--- config.mk ---
export PLATFORM = sky130hd
export DESIGN_NAME = mem_port_arbiter
export DESIGN_NICKNAME = d
export VERILOG_FILES = /design/src/rtl/mem_arb_pkg.sv /design/src/rtl/mem_addr_check.sv /design/src/rtl/mem_port_arbiter.sv
export SDC_FILE = /design/constraint.sdc
export NUM_CORES = 1
export LEC_CHECK = 0
export BUFFER_PORTS_ARGS = -buffer_cell sky130_fd_sc_hd__buf_4
export CORE_ASPECT_RATIO = 0.7
export CORE_MARGIN = 2
export CORE_UTILIZATION = 49
export DETAILED_ROUTE_END_ITERATION = 10
export PLACE_DENSITY = 0.83
export SLEW_MARGIN = 20
export SYNTH_ARGS = -nofsm -noshare
export SYNTH_HDL_FRONTEND = slang
export SYNTH_SLANG_ARGS = --single-unit
--- constraint.sdc ---
create_clock -name clk -period 3.48 [get_ports clk]
set_input_delay 0.696 -clock clk [delete_from_list [all_inputs] [get_ports clk]]
set_output_delay 0.696 -clock clk [all_outputs]
set_load 0.005 [all_outputs]
--- src/rtl/mem_arb_pkg.sv ---
`default_nettype none
// ============================================================================
// Module : mem_arb_pkg
// Purpose: Shared encodings for the fetch/data memory port arbiter: access
//          size codes, arbiter slot states, owner encoding and the default
//          memory window.
// Ports  : none (package)
// Revision: 1.0 - initial release
// ============================================================================
package mem_arb_pkg;

   // Memory access_size encodings
   localparam logic [1:0] SIZE_BYTE    = 2'b00;
   localparam logic [1:0] SIZE_HALF    = 2'b01;
   localparam logic [1:0] SIZE_WORD    = 2'b10;
   localparam logic [1:0] SIZE_ILLEGAL = 2'b11;

   // Default memory window and starvation limit
   localparam logic [31:0] DEFAULT_MEM_BASE   = 32'h8002_0000;
   localparam logic [31:0] DEFAULT_MEM_SIZE   = 32'h0010_0000;
   localparam int unsigned DEFAULT_STARVE_MAX = 4;

   // State of the single in-flight memory slot
   typedef enum logic [1:0] {
      ST_IDLE  = 2'd0,
      ST_GNT_I = 2'd1,
      ST_GNT_D = 2'd2
   } arb_state_e;

   // Which requester owns the slot
   typedef enum logic {
      OWNER_I = 1'b0,
      OWNER_D = 1'b1
   } owner_e;

   // Number of bytes touched by an access of the given size.
   // The illegal code is sized as a word; it is rejected separately.
   function automatic logic [2:0] size_bytes(input logic [1:0] size);
      case (size)
         SIZE_BYTE: size_bytes = 3'd1;
         SIZE_HALF: size_bytes = 3'd2;
         default:   size_bytes = 3'd4;
      endcase
   endfunction

   function automatic owner_e state_owner(input arb_state_e st);
      state_owner = (st == ST_GNT_D) ? OWNER_D : OWNER_I;
   endfunction

endpackage : mem_arb_pkg
`default_nettype wire

--- src/rtl/mem_addr_check.sv ---
`default_nettype none
// ============================================================================
// Module : mem_addr_check
// Purpose: Combinational legality check for one memory request: flags
//          accesses below the window, running past its end, misaligned
//          half/word accesses and the illegal size code.
// Ports  : addr  in  32  byte address of the request
//          size  in  2   access size code
//          err   out 1   request must not reach memory
// Revision: 1.0 - initial release
// ============================================================================
module mem_addr_check
   import mem_arb_pkg::*;
#(
   parameter logic [31:0] MEM_BASE = DEFAULT_MEM_BASE,
   parameter logic [31:0] MEM_SIZE = DEFAULT_MEM_SIZE
) (
   input  logic [31:0] addr,
   input  logic [1:0]  size,
   output logic        err
);

   // End-of-access and window limit are formed at 33 bits so an access
   // near 32'hFFFF_FFFF cannot wrap back into the window.
   localparam logic [32:0] LIMIT = {1'b0, MEM_BASE} + {1'b0, MEM_SIZE};

   logic [32:0] w_end;
   logic        w_below;
   logic        w_above;
   logic        w_misalign;
   logic        w_bad_size;

   always_comb begin
      w_end      = {1'b0, addr} + {30'd0, size_bytes(size)};
      w_below    = (addr < MEM_BASE);
      w_above    = (w_end > LIMIT);
      w_misalign = ((size == SIZE_WORD) && (addr[1:0] != 2'b00)) ||
                   ((size == SIZE_HALF) && addr[0]);
      w_bad_size = (size == SIZE_ILLEGAL);
      err        = w_below || w_above || w_misalign || w_bad_size;
   end

endmodule : mem_addr_check
`default_nettype wire

--- src/rtl/mem_port_arbiter.sv ---
`default_nettype none
// ============================================================================
// Module : mem_port_arbiter
// Purpose: Shares the single negedge-operated main memory port between the
//          instruction-fetch and load/store stages. One grant per cycle,
//          data has priority with a starvation bound for fetch, illegal
//          requests are answered with an error and never reach memory.
// Ports  : clk, rst_n                      clock, async active-low reset
//          i_valid/i_ready/i_addr          fetch request (32-bit reads)
//          i_rsp_valid/i_rsp_data/i_rsp_err fetch response
//          d_valid/d_ready/d_addr/d_wdata/d_write/d_size  data request
//          d_rsp_valid/d_rsp_rdata/d_rsp_err data response
//          mem_addr/mem_data_in/mem_write/mem_access_size/mem_data_out
//                                          memory port
// Revision: 1.0 - initial release
// ============================================================================
module mem_port_arbiter
   import mem_arb_pkg::*;
#(
   parameter logic [31:0] MEM_BASE   = DEFAULT_MEM_BASE,
   parameter logic [31:0] MEM_SIZE   = DEFAULT_MEM_SIZE,
   parameter int unsigned STARVE_MAX = DEFAULT_STARVE_MAX
) (
   input  logic        clk,
   input  logic        rst_n,
   // fetch request / response
   input  logic        i_valid,
   output logic        i_ready,
   input  logic [31:0] i_addr,
   output logic        i_rsp_valid,
   output logic [31:0] i_rsp_data,
   output logic        i_rsp_err,
   // data request / response
   input  logic        d_valid,
   output logic        d_ready,
   input  logic [31:0] d_addr,
   input  logic [31:0] d_wdata,
   input  logic        d_write,
   input  logic [1:0]  d_size,
   output logic        d_rsp_valid,
   output logic [31:0] d_rsp_rdata,
   output logic        d_rsp_err,
   // memory port
   output logic [31:0] mem_addr,
   output logic [31:0] mem_data_in,
   output logic        mem_write,
   output logic [1:0]  mem_access_size,
   input  logic [31:0] mem_data_out
);

   localparam int unsigned      CNT_W   = $clog2(STARVE_MAX + 1);
   localparam logic [CNT_W-1:0] CNT_MAX = CNT_W'(STARVE_MAX);

   // ---------------------------------------------------------------------
   // State
   // ---------------------------------------------------------------------
   arb_state_e       state_q,         state_d;
   logic             err_q,           err_d;
   logic             slot_wr_q,       slot_wr_d;
   logic [CNT_W-1:0] starve_cnt_q,    starve_cnt_d;
   logic [31:0]      mem_addr_q,      mem_addr_d;
   logic [31:0]      mem_data_in_q,   mem_data_in_d;
   logic             mem_write_q,     mem_write_d;
   logic [1:0]       mem_size_q,      mem_size_d;
   logic             i_rsp_valid_q,   i_rsp_valid_d;
   logic [31:0]      i_rsp_data_q,    i_rsp_data_d;
   logic             i_rsp_err_q,     i_rsp_err_d;
   logic             d_rsp_valid_q,   d_rsp_valid_d;
   logic [31:0]      d_rsp_rdata_q,   d_rsp_rdata_d;
   logic             d_rsp_err_q,     d_rsp_err_d;

   logic w_i_err;
   logic w_d_err;
   logic w_starved;
   logic w_i_hs;
   logic w_d_hs;

   // ---------------------------------------------------------------------
   // Request legality, one checker per port
   // ---------------------------------------------------------------------
   mem_addr_check #(
      .MEM_BASE (MEM_BASE),
      .MEM_SIZE (MEM_SIZE)
   ) u_i_check (
      .addr (i_addr),
      .size (SIZE_WORD),
      .err  (w_i_err)
   );

   mem_addr_check #(
      .MEM_BASE (MEM_BASE),
      .MEM_SIZE (MEM_SIZE)
   ) u_d_check (
      .addr (d_addr),
      .size (d_size),
      .err  (w_d_err)
   );

   // ---------------------------------------------------------------------
   // Grant: data wins unless fetch has waited STARVE_MAX data grants.
   // Ready already implies valid, so ready alone marks the handshake.
   // ---------------------------------------------------------------------
   always_comb begin
      w_starved = i_valid && (starve_cnt_q == CNT_MAX);
      d_ready   = d_valid && !w_starved;
      i_ready   = i_valid && !d_ready;
      w_d_hs    = d_ready;
      w_i_hs    = i_ready;
   end

   // ---------------------------------------------------------------------
   // Next-state logic
   // ---------------------------------------------------------------------
   always_comb begin
      // starvation counter: only counts while fetch is actually waiting
      starve_cnt_d = starve_cnt_q;
      if (!i_valid || w_i_hs) begin
         starve_cnt_d = '0;
      end else if (w_d_hs && (starve_cnt_q != CNT_MAX)) begin
         starve_cnt_d = starve_cnt_q + 1'b1;
      end

      // slot FSM: every cycle is either a fresh grant or idle
      state_d   = ST_IDLE;
      err_d     = 1'b0;
      slot_wr_d = 1'b0;
      if (w_d_hs) begin
         state_d   = ST_GNT_D;
         err_d     = w_d_err;
         slot_wr_d = d_write;
      end else if (w_i_hs) begin
         state_d   = ST_GNT_I;
         err_d     = w_i_err;
      end

      // memory port: address/size hold on idle and on errored slots so an
      // illegal address is never presented to the memory; the read the
      // memory performs anyway is discarded by the response logic.
      mem_addr_d    = mem_addr_q;
      mem_size_d    = mem_size_q;
      mem_data_in_d = mem_data_in_q;
      mem_write_d   = 1'b0;
      if (w_d_hs) begin
         mem_data_in_d = d_wdata;
         if (!w_d_err) begin
            mem_addr_d  = d_addr;
            mem_size_d  = d_size;
            mem_write_d = d_write;
         end
      end else if (w_i_hs) begin
         mem_data_in_d = d_wdata;
         if (!w_i_err) begin
            mem_addr_d = i_addr;
            mem_size_d = SIZE_WORD;
         end
      end

      // responses: captured at the edge that ends the granted cycle,
      // mem_data_out having been produced on the negedge in between
      i_rsp_valid_d = 1'b0;
      i_rsp_data_d  = i_rsp_data_q;
      i_rsp_err_d   = i_rsp_err_q;
      d_rsp_valid_d = 1'b0;
      d_rsp_rdata_d = d_rsp_rdata_q;
      d_rsp_err_d   = d_rsp_err_q;
      if (state_q != ST_IDLE) begin
         if (state_owner(state_q) == OWNER_I) begin
            i_rsp_valid_d = 1'b1;
            i_rsp_err_d   = err_q;
            i_rsp_data_d  = err_q ? 32'd0 : mem_data_out;
         end else begin
            d_rsp_valid_d = 1'b1;
            d_rsp_err_d   = err_q;
            d_rsp_rdata_d = (err_q || slot_wr_q) ? 32'd0 : mem_data_out;
         end
      end
   end

   // ---------------------------------------------------------------------
   // Registers. Reset is asynchronous so mem_write drops immediately and a
   // pending write never reaches the following negedge.
   // ---------------------------------------------------------------------
   always_ff @(posedge clk or negedge rst_n) begin
      if (!rst_n) begin
         state_q       <= ST_IDLE;
         err_q         <= 1'b0;
         slot_wr_q     <= 1'b0;
         starve_cnt_q  <= '0;
         mem_addr_q    <= MEM_BASE;
         mem_data_in_q <= 32'd0;
         mem_write_q   <= 1'b0;
         mem_size_q    <= SIZE_WORD;
         i_rsp_valid_q <= 1'b0;
         i_rsp_data_q  <= 32'd0;
         i_rsp_err_q   <= 1'b0;
         d_rsp_valid_q <= 1'b0;
         d_rsp_rdata_q <= 32'd0;
         d_rsp_err_q   <= 1'b0;
      end else begin
         state_q       <= state_d;
         err_q         <= err_d;
         slot_wr_q     <= slot_wr_d;
         starve_cnt_q  <= starve_cnt_d;
         mem_addr_q    <= mem_addr_d;
         mem_data_in_q <= mem_data_in_d;
         mem_write_q   <= mem_write_d;
         mem_size_q    <= mem_size_d;
         i_rsp_valid_q <= i_rsp_valid_d;
         i_rsp_data_q  <= i_rsp_data_d;
         i_rsp_err_q   <= i_rsp_err_d;
         d_rsp_valid_q <= d_rsp_valid_d;
         d_rsp_rdata_q <= d_rsp_rdata_d;
         d_rsp_err_q   <= d_rsp_err_d;
      end
   end

   assign mem_addr        = mem_addr_q;
   assign mem_data_in     = mem_data_in_q;
   assign mem_write       = mem_write_q;
   assign mem_access_size = mem_size_q;
   assign i_rsp_valid     = i_rsp_valid_q;
   assign i_rsp_data      = i_rsp_data_q;
   assign i_rsp_err       = i_rsp_err_q;
   assign d_rsp_valid     = d_rsp_valid_q;
   assign d_rsp_rdata     = d_rsp_rdata_q;
   assign d_rsp_err       = d_rsp_err_q;

endmodule : mem_port_arbiter
`default_nettype wire
### Word-level counts from Yosys, hierarchy flattened

Cells that the tools add are included.

* bitwise logic cells: 1
* equal/unequal tests: 8
* magnitude comparators: 4
* mux-type cells: 27
* reductions and logical operators: 26
* add/subtract/negate cells: 3

Operator list (count)
* $mux 32: 8
* $gt 33x32->1 const B: 2
* $lt 32x32->1 const B: 2
* $add 32x3->33: 1
* $add 32x3->33 const B: 1
* $mux 1: 11
* $mux 2: 5
* $reduce_bool 2->1: 5
* $logic_or 1x1->1: 8
* $eq 2x2->1 const B: 3
* $logic_and 1x1->1: 6
* $mux 3: 2
* $pmux 3 s2: 1
* $reduce_and 2->1: 2
* $add 3x1->3 const B: 1
* $eq 3x3->1 const B: 1
* $logic_not 1->1: 3
* $ne 3x3->1 const B: 1
* $reduce_and 3->1: 1
* $eq 2x1->1 const B: 1
* $logic_not 2->1: 1
* $ne 2x1->1 const B: 1
* $ne 2x2->1 const B: 1
* $not 1->1: 1

* logic and storage cells: 83
* output and inout port bits: 137
* register bits after elaboration: 142
* bits of input ports: 135

### Logic depth before layout (Yosys ltp)

* depth after elaboration: 9
* depth in mapped cells: 12
* gate-level depth less buffers: 11

### By module

A second synthesis with hierarchy kept.

* cells, all modules: 781
* area total of the unflattened synthesis: 7952.6 µm²

By module, submodules not included
* mem_port_arbiter: sequential area each 3557.2 µm², cells an instance 545, area each 6297.3 µm², times used 1
* mem_addr_check at u_d_check: sequential area each 0.0 µm², cells an instance 117, area each 829.5 µm², times used 1
* mem_addr_check at u_i_check: sequential area each 0.0 µm², cells an instance 119, area each 825.8 µm², times used 1

### Worst setup path before layout

No wires, ideal clock.

* path type: input to register
* start: input port d_addr[4]
* end: register mem_addr_q[10] (netlist: mem_addr[10])
* data arrival time: 3.136 ns
* path buffers: 2
* required time: 3.355 ns
* stages on the path: 10
* library setup time: 0.125 ns
* slack: 0.219 ns
* cell sequence: nand4_2 -> or4_1 -> buf_2 -> nor4b_4 -> mux2i_1 -> a2bb2oi_1 -> nor4_4 -> a21oi_4 -> buf_6 -> mux2_4

* longest elaborated chain between the ends: 7
* elaborated cells between the ends (all ways): 8
* those cells by class: 1 x add/sub; 2 x order compare; 1 x eq/ne; 4 x reduce/logical

RTL lines
* start: declaration: RTL line mem_port_arbiter.sv:36 `input logic [31:0] d_addr,`
* $add 32x3->33: RTL line mem_addr_check.sv:34 `w_end = {1'b0, addr} + {30'd0, size_bytes(size)};`
* $gt 33x32->1: RTL line mem_addr_check.sv:36 `w_above = (w_end > LIMIT);`
* $logic_or 1x1->1 * (3 in series): RTL line mem_addr_check.sv:40 `err = w_below || w_above || w_misalign || w_bad_size;`
* $ne 2x2->1 (no line) *
* $reduce_and 3->1 (no line) *
* end signal: assignment: RTL line mem_port_arbiter.sv:204 `mem_addr_q <= mem_addr_d;`
* end: declaration: RTL line mem_port_arbiter.sv:61 `logic [31:0] mem_addr_q, mem_addr_d;`

Mark *: on every way between the ends. The rest lies on a longest branch, timed or not.
A chain may end at the register's enable or synchronous reset.

### Worst setup path in the final report

* start: input port d_size[1]
* end: register mem_addr_q[1] (netlist: mem_addr[1])

* longest elaborated chain between the ends: 9
* elaborated cells between the ends (all ways): 15
* those cells by class: 1 x add/sub; 1 x order compare; 4 x eq/ne; 1 x mux; 8 x reduce/logical

RTL lines
* start: declaration: RTL line mem_port_arbiter.sv:39 `input logic [1:0] d_size,`
* $eq 2x1->1 / $logic_not 2->1 (equally long branches): RTL line mem_arb_pkg.sv:39, mem_addr_check.sv:38
* $pmux 3 s2: RTL line mem_arb_pkg.sv:39 `case (size)`
* $add 32x3->33: RTL line mem_addr_check.sv:34
* $gt 33x32->1: RTL line mem_addr_check.sv:36
* $logic_or 1x1->1 (2 in series): RTL line mem_addr_check.sv:40
* $logic_or 1x1->1 *: RTL line mem_addr_check.sv:40
* $ne 2x2->1 (no line) *
* $reduce_and 3->1 (no line) *

Marked as above.

==> metrics.txt <==
status=complete, no violations; largest net degree at the start of global routing=67; I/O pin count=272; total power draw=0.004410 W; number of core rows=36; NetSw=0.001060 W; EDFF count, synth=0; port bufs=271; share of post-route cells with drive strength above 1=48.32%; WP data arrival=3.59 ns; Mapped Cells=603; Area Growth Syn to Fin=46.46%; initial antenna violation count=0; die width=145.8 um; Async SR Flop Fraction=100.0%; Setup TNS Final=0 ns; hold buffers post-CTS=0; Combinational Power Share=14.4%; Mean Syn Cell Area=11.43 sq um; nets@finish=1,051; top-area cell type share of the netlist area=50.45%; CTS tree=yes; Setup crit start=d_size[1]; Initial Util=49.86%; H-tree levels=4; core area=13,830 sq um; Seq cells post-synth=142; Total GRT Usage=26.67%; R2R cell count=11; crit path cell chain=buf_4 -> buf_4 -> ha_1 -> o21a_1 -> nand2_1 -> buf_4 -> nor3_1 -> mux2i_1 -> a21oi_1 -> a31o_2 -> a21oi_4 -> buf_4 -> mux2_2; Final min period=3.293 ns; Worst slew margin=36.08%; VDD IR-drop max=0.3468 mV; CP Class=primary input to flop; largest cells by area after synthesis=dfrtp_1 (50%), mux2_2 (9.5%), a22o_1 (4.2%), mux2_4 (4.1%), nand3b_1 (3.5%); placed insts=1,081; most frequent cells in the layout=buf_4 (316), dfrtp_1 (138), mux2_2 (58); CP Data Required Time=3.78 ns; Final Hold Viols=0; CP most frequent cell=buf_4; sequential fraction of design power=40.8%; Cell variety after synth=59; CP top delay family=buffers and inverters; antenna cells=0; Tcrit/Tclk final=94.64%; gpl congestion=0.9885; Critical-path top delay cell=ha_1; # DRC=0; CTS root buf=clkbuf_16; Yosys Warn Count=0; Reg clk slew, reported paths=0.06 ns; clk buf depth=2; reg2reg start=starve_cnt_q[0]; crit-path max FO=14; fmax=0.3036 GHz; clock skew=0.007143 ns; initial DRC count=434; PwrDens=436.7 nW/um^2; area leader, netlist=dfrtp_1; switching share of power=24.03%; Synth Flop Type=dfrtp_1; post-synth net total=744; Fill cells=960; die area=15,050 sq um; Reg2Reg Setup Slack=0.82 ns; Routed WL per cell=18.35 um; Multi-input gate area=3063 sq um; Pre-Repair DR Iteration Count=5; type of the worst min-delay path=primary input to async pin; via/cell ratio=5.507; Die H=103.2 um; Internal Power=0.003350 W; sequential-to-total area share from yosys stat=51.60%; cell area after synthesis=6894 sq um; slew at the pin closest to its max-slew limit=0.9589 ns; Routed Antenna Nets=0; CTS Sinks=142; gr ovfl total=0; first-pass GRT wire length=31,390 um; fin util=73.02%; number of vias in the routed layout=6,129; Slew Viols, Final=0; final WL=20,420 um; register area=3558 sq um; Non-Filler Instances=1,113; clock power share=44.8%; Worst Setup Start Kind=primary input; maxcap violations=0; vias in the first global route=5,869; slowest cell delay on critical path=0.36 ns; Crit. End Element=flop; detailed placer's ending HPWL=15,260 um; Critical R2R Capture=mem_addr[2]; commonest non-fill, non-tap cell in the layout=buf_4; LEAKAGE=5.029 nW; Final setup viols=0; RSZ-0062 raised after global routing=false; area of placed instances=9434 sq um; finished layout cell area=10,100 sq um; WP buf/inv=4; CTS buffer count=17; worst skew pair latency=0.41 ns
## sequential cells by signal, indices dropped and copies added (netlist names), 2 cells and up
| signal | cells |
|---|---|
| mem_access_size | 2 |
| state_q | 2 |
| i_rsp_data | 32 |
| mem_addr | 32 |
| starve_cnt_q | 3 |
| d_rsp_rdata | 32 |
| mem_data_in | 32 |
## final cells by class
cell class                 count  share of cell area (%)
clock buffer                  19                   4.486
timing repair buffer         319                   24.00
multi-input combinational    387                   30.33
tap                          190                   2.354
sequential                   142                   35.24
inverter                      43                   1.599
clock inverter                13                   1.983
## how the worst max path moves through the flow
stage,slack [ns],depth (start not counted),end
global placement,-0.19,14,mem_addr[0]
floorplan,0.22,10,mem_addr[10]
detailed placement,-0.24,14,mem_addr[1]
CTS,0.19,14,mem_addr[1]
global route,0.02,14,mem_addr[18]
finish,0.19,13,mem_addr[1]
## per-layer routing
| metal | part of all wire, % | track usage (%) | up-vias |
|---|---|---|---|
| met1 | 43 | 36.11 | 2978 |
| met2 | 47 | 43.18 | 293 |
| met3 | 8.4 | 6.930 | 21 |
| met5 | 0 | 0 | - |
| li1 | - | - | 2837 |
| met4 | 1.3 | 7.843 | 0 |
## power groups by stage
stage | registers [W] | clock network [W] | logic [W]
after floorplan | 0.00183 | 0 | 0.000206
after global placement | 0.00182 | 0 | 0.000618
after detailed placement | 0.00183 | 0 | 0.000630
after CTS | 0.00180 | 0.00201 | 0.000635
after global routing | 0.00181 | 0.00208 | 0.000688
final | 0.00180 | 0.00197 | 0.000635
## cell usage after synthesis, drive strengths merged (4+ instances only)
| cell type | n |
|---|---|
| and2 | 4 |
| mux2i | 6 |
| nor2 | 19 |
| a21o | 11 |
| or3 | 4 |
| o21ai | 34 |
| nand3 | 15 |
| dfrtp | 139 |
| mux2 | 77 |
| ha | 5 |
| and3 | 9 |
| nor4 | 12 |
| nor2b | 5 |
| inv | 43 |
| a21oi | 13 |
| buf | 4 |
| nand4 | 16 |
| nor3 | 16 |
| nand3b | 32 |
| nand2b | 7 |
| clkbuf | 27 |
| a22o | 33 |
| nand2 | 17 |
## stage by stage
| stage | hold WS [ns] | setup slack (ns) |
|---|---|---|
| after global routing | 0.2942 | 0.01942 |
| after floorplan | 0.4004 | 0.2188 |
| after global placement | 0.4453 | -0.1909 |
| after CTS | 0.2669 | 0.1923 |
| after detailed placement | 0.4486 | -0.2441 |
| final | 0.2622 | 0.1866 |
## kinds of logic after synthesis
kind of cell	synth area share (%)
AND/OR/NAND/NOR	15.54
flip-flops	51.60
AO/OA/AOI/OAI	12.52
multiplexers	14.48
buffers and inverters	4.283
adder cells (fa/ha/maj)	1.198
XOR/XNOR	0.3812
## timing repair
| item | CTS | global route |
|---|---|---|
| endpoints found under the setup margin | 0 | 32 |
| gates resized for setup | 0 | 2 |
| setup buffers | 0 | 0 |
Note: power is estimated with default switching activity, not from simulation.
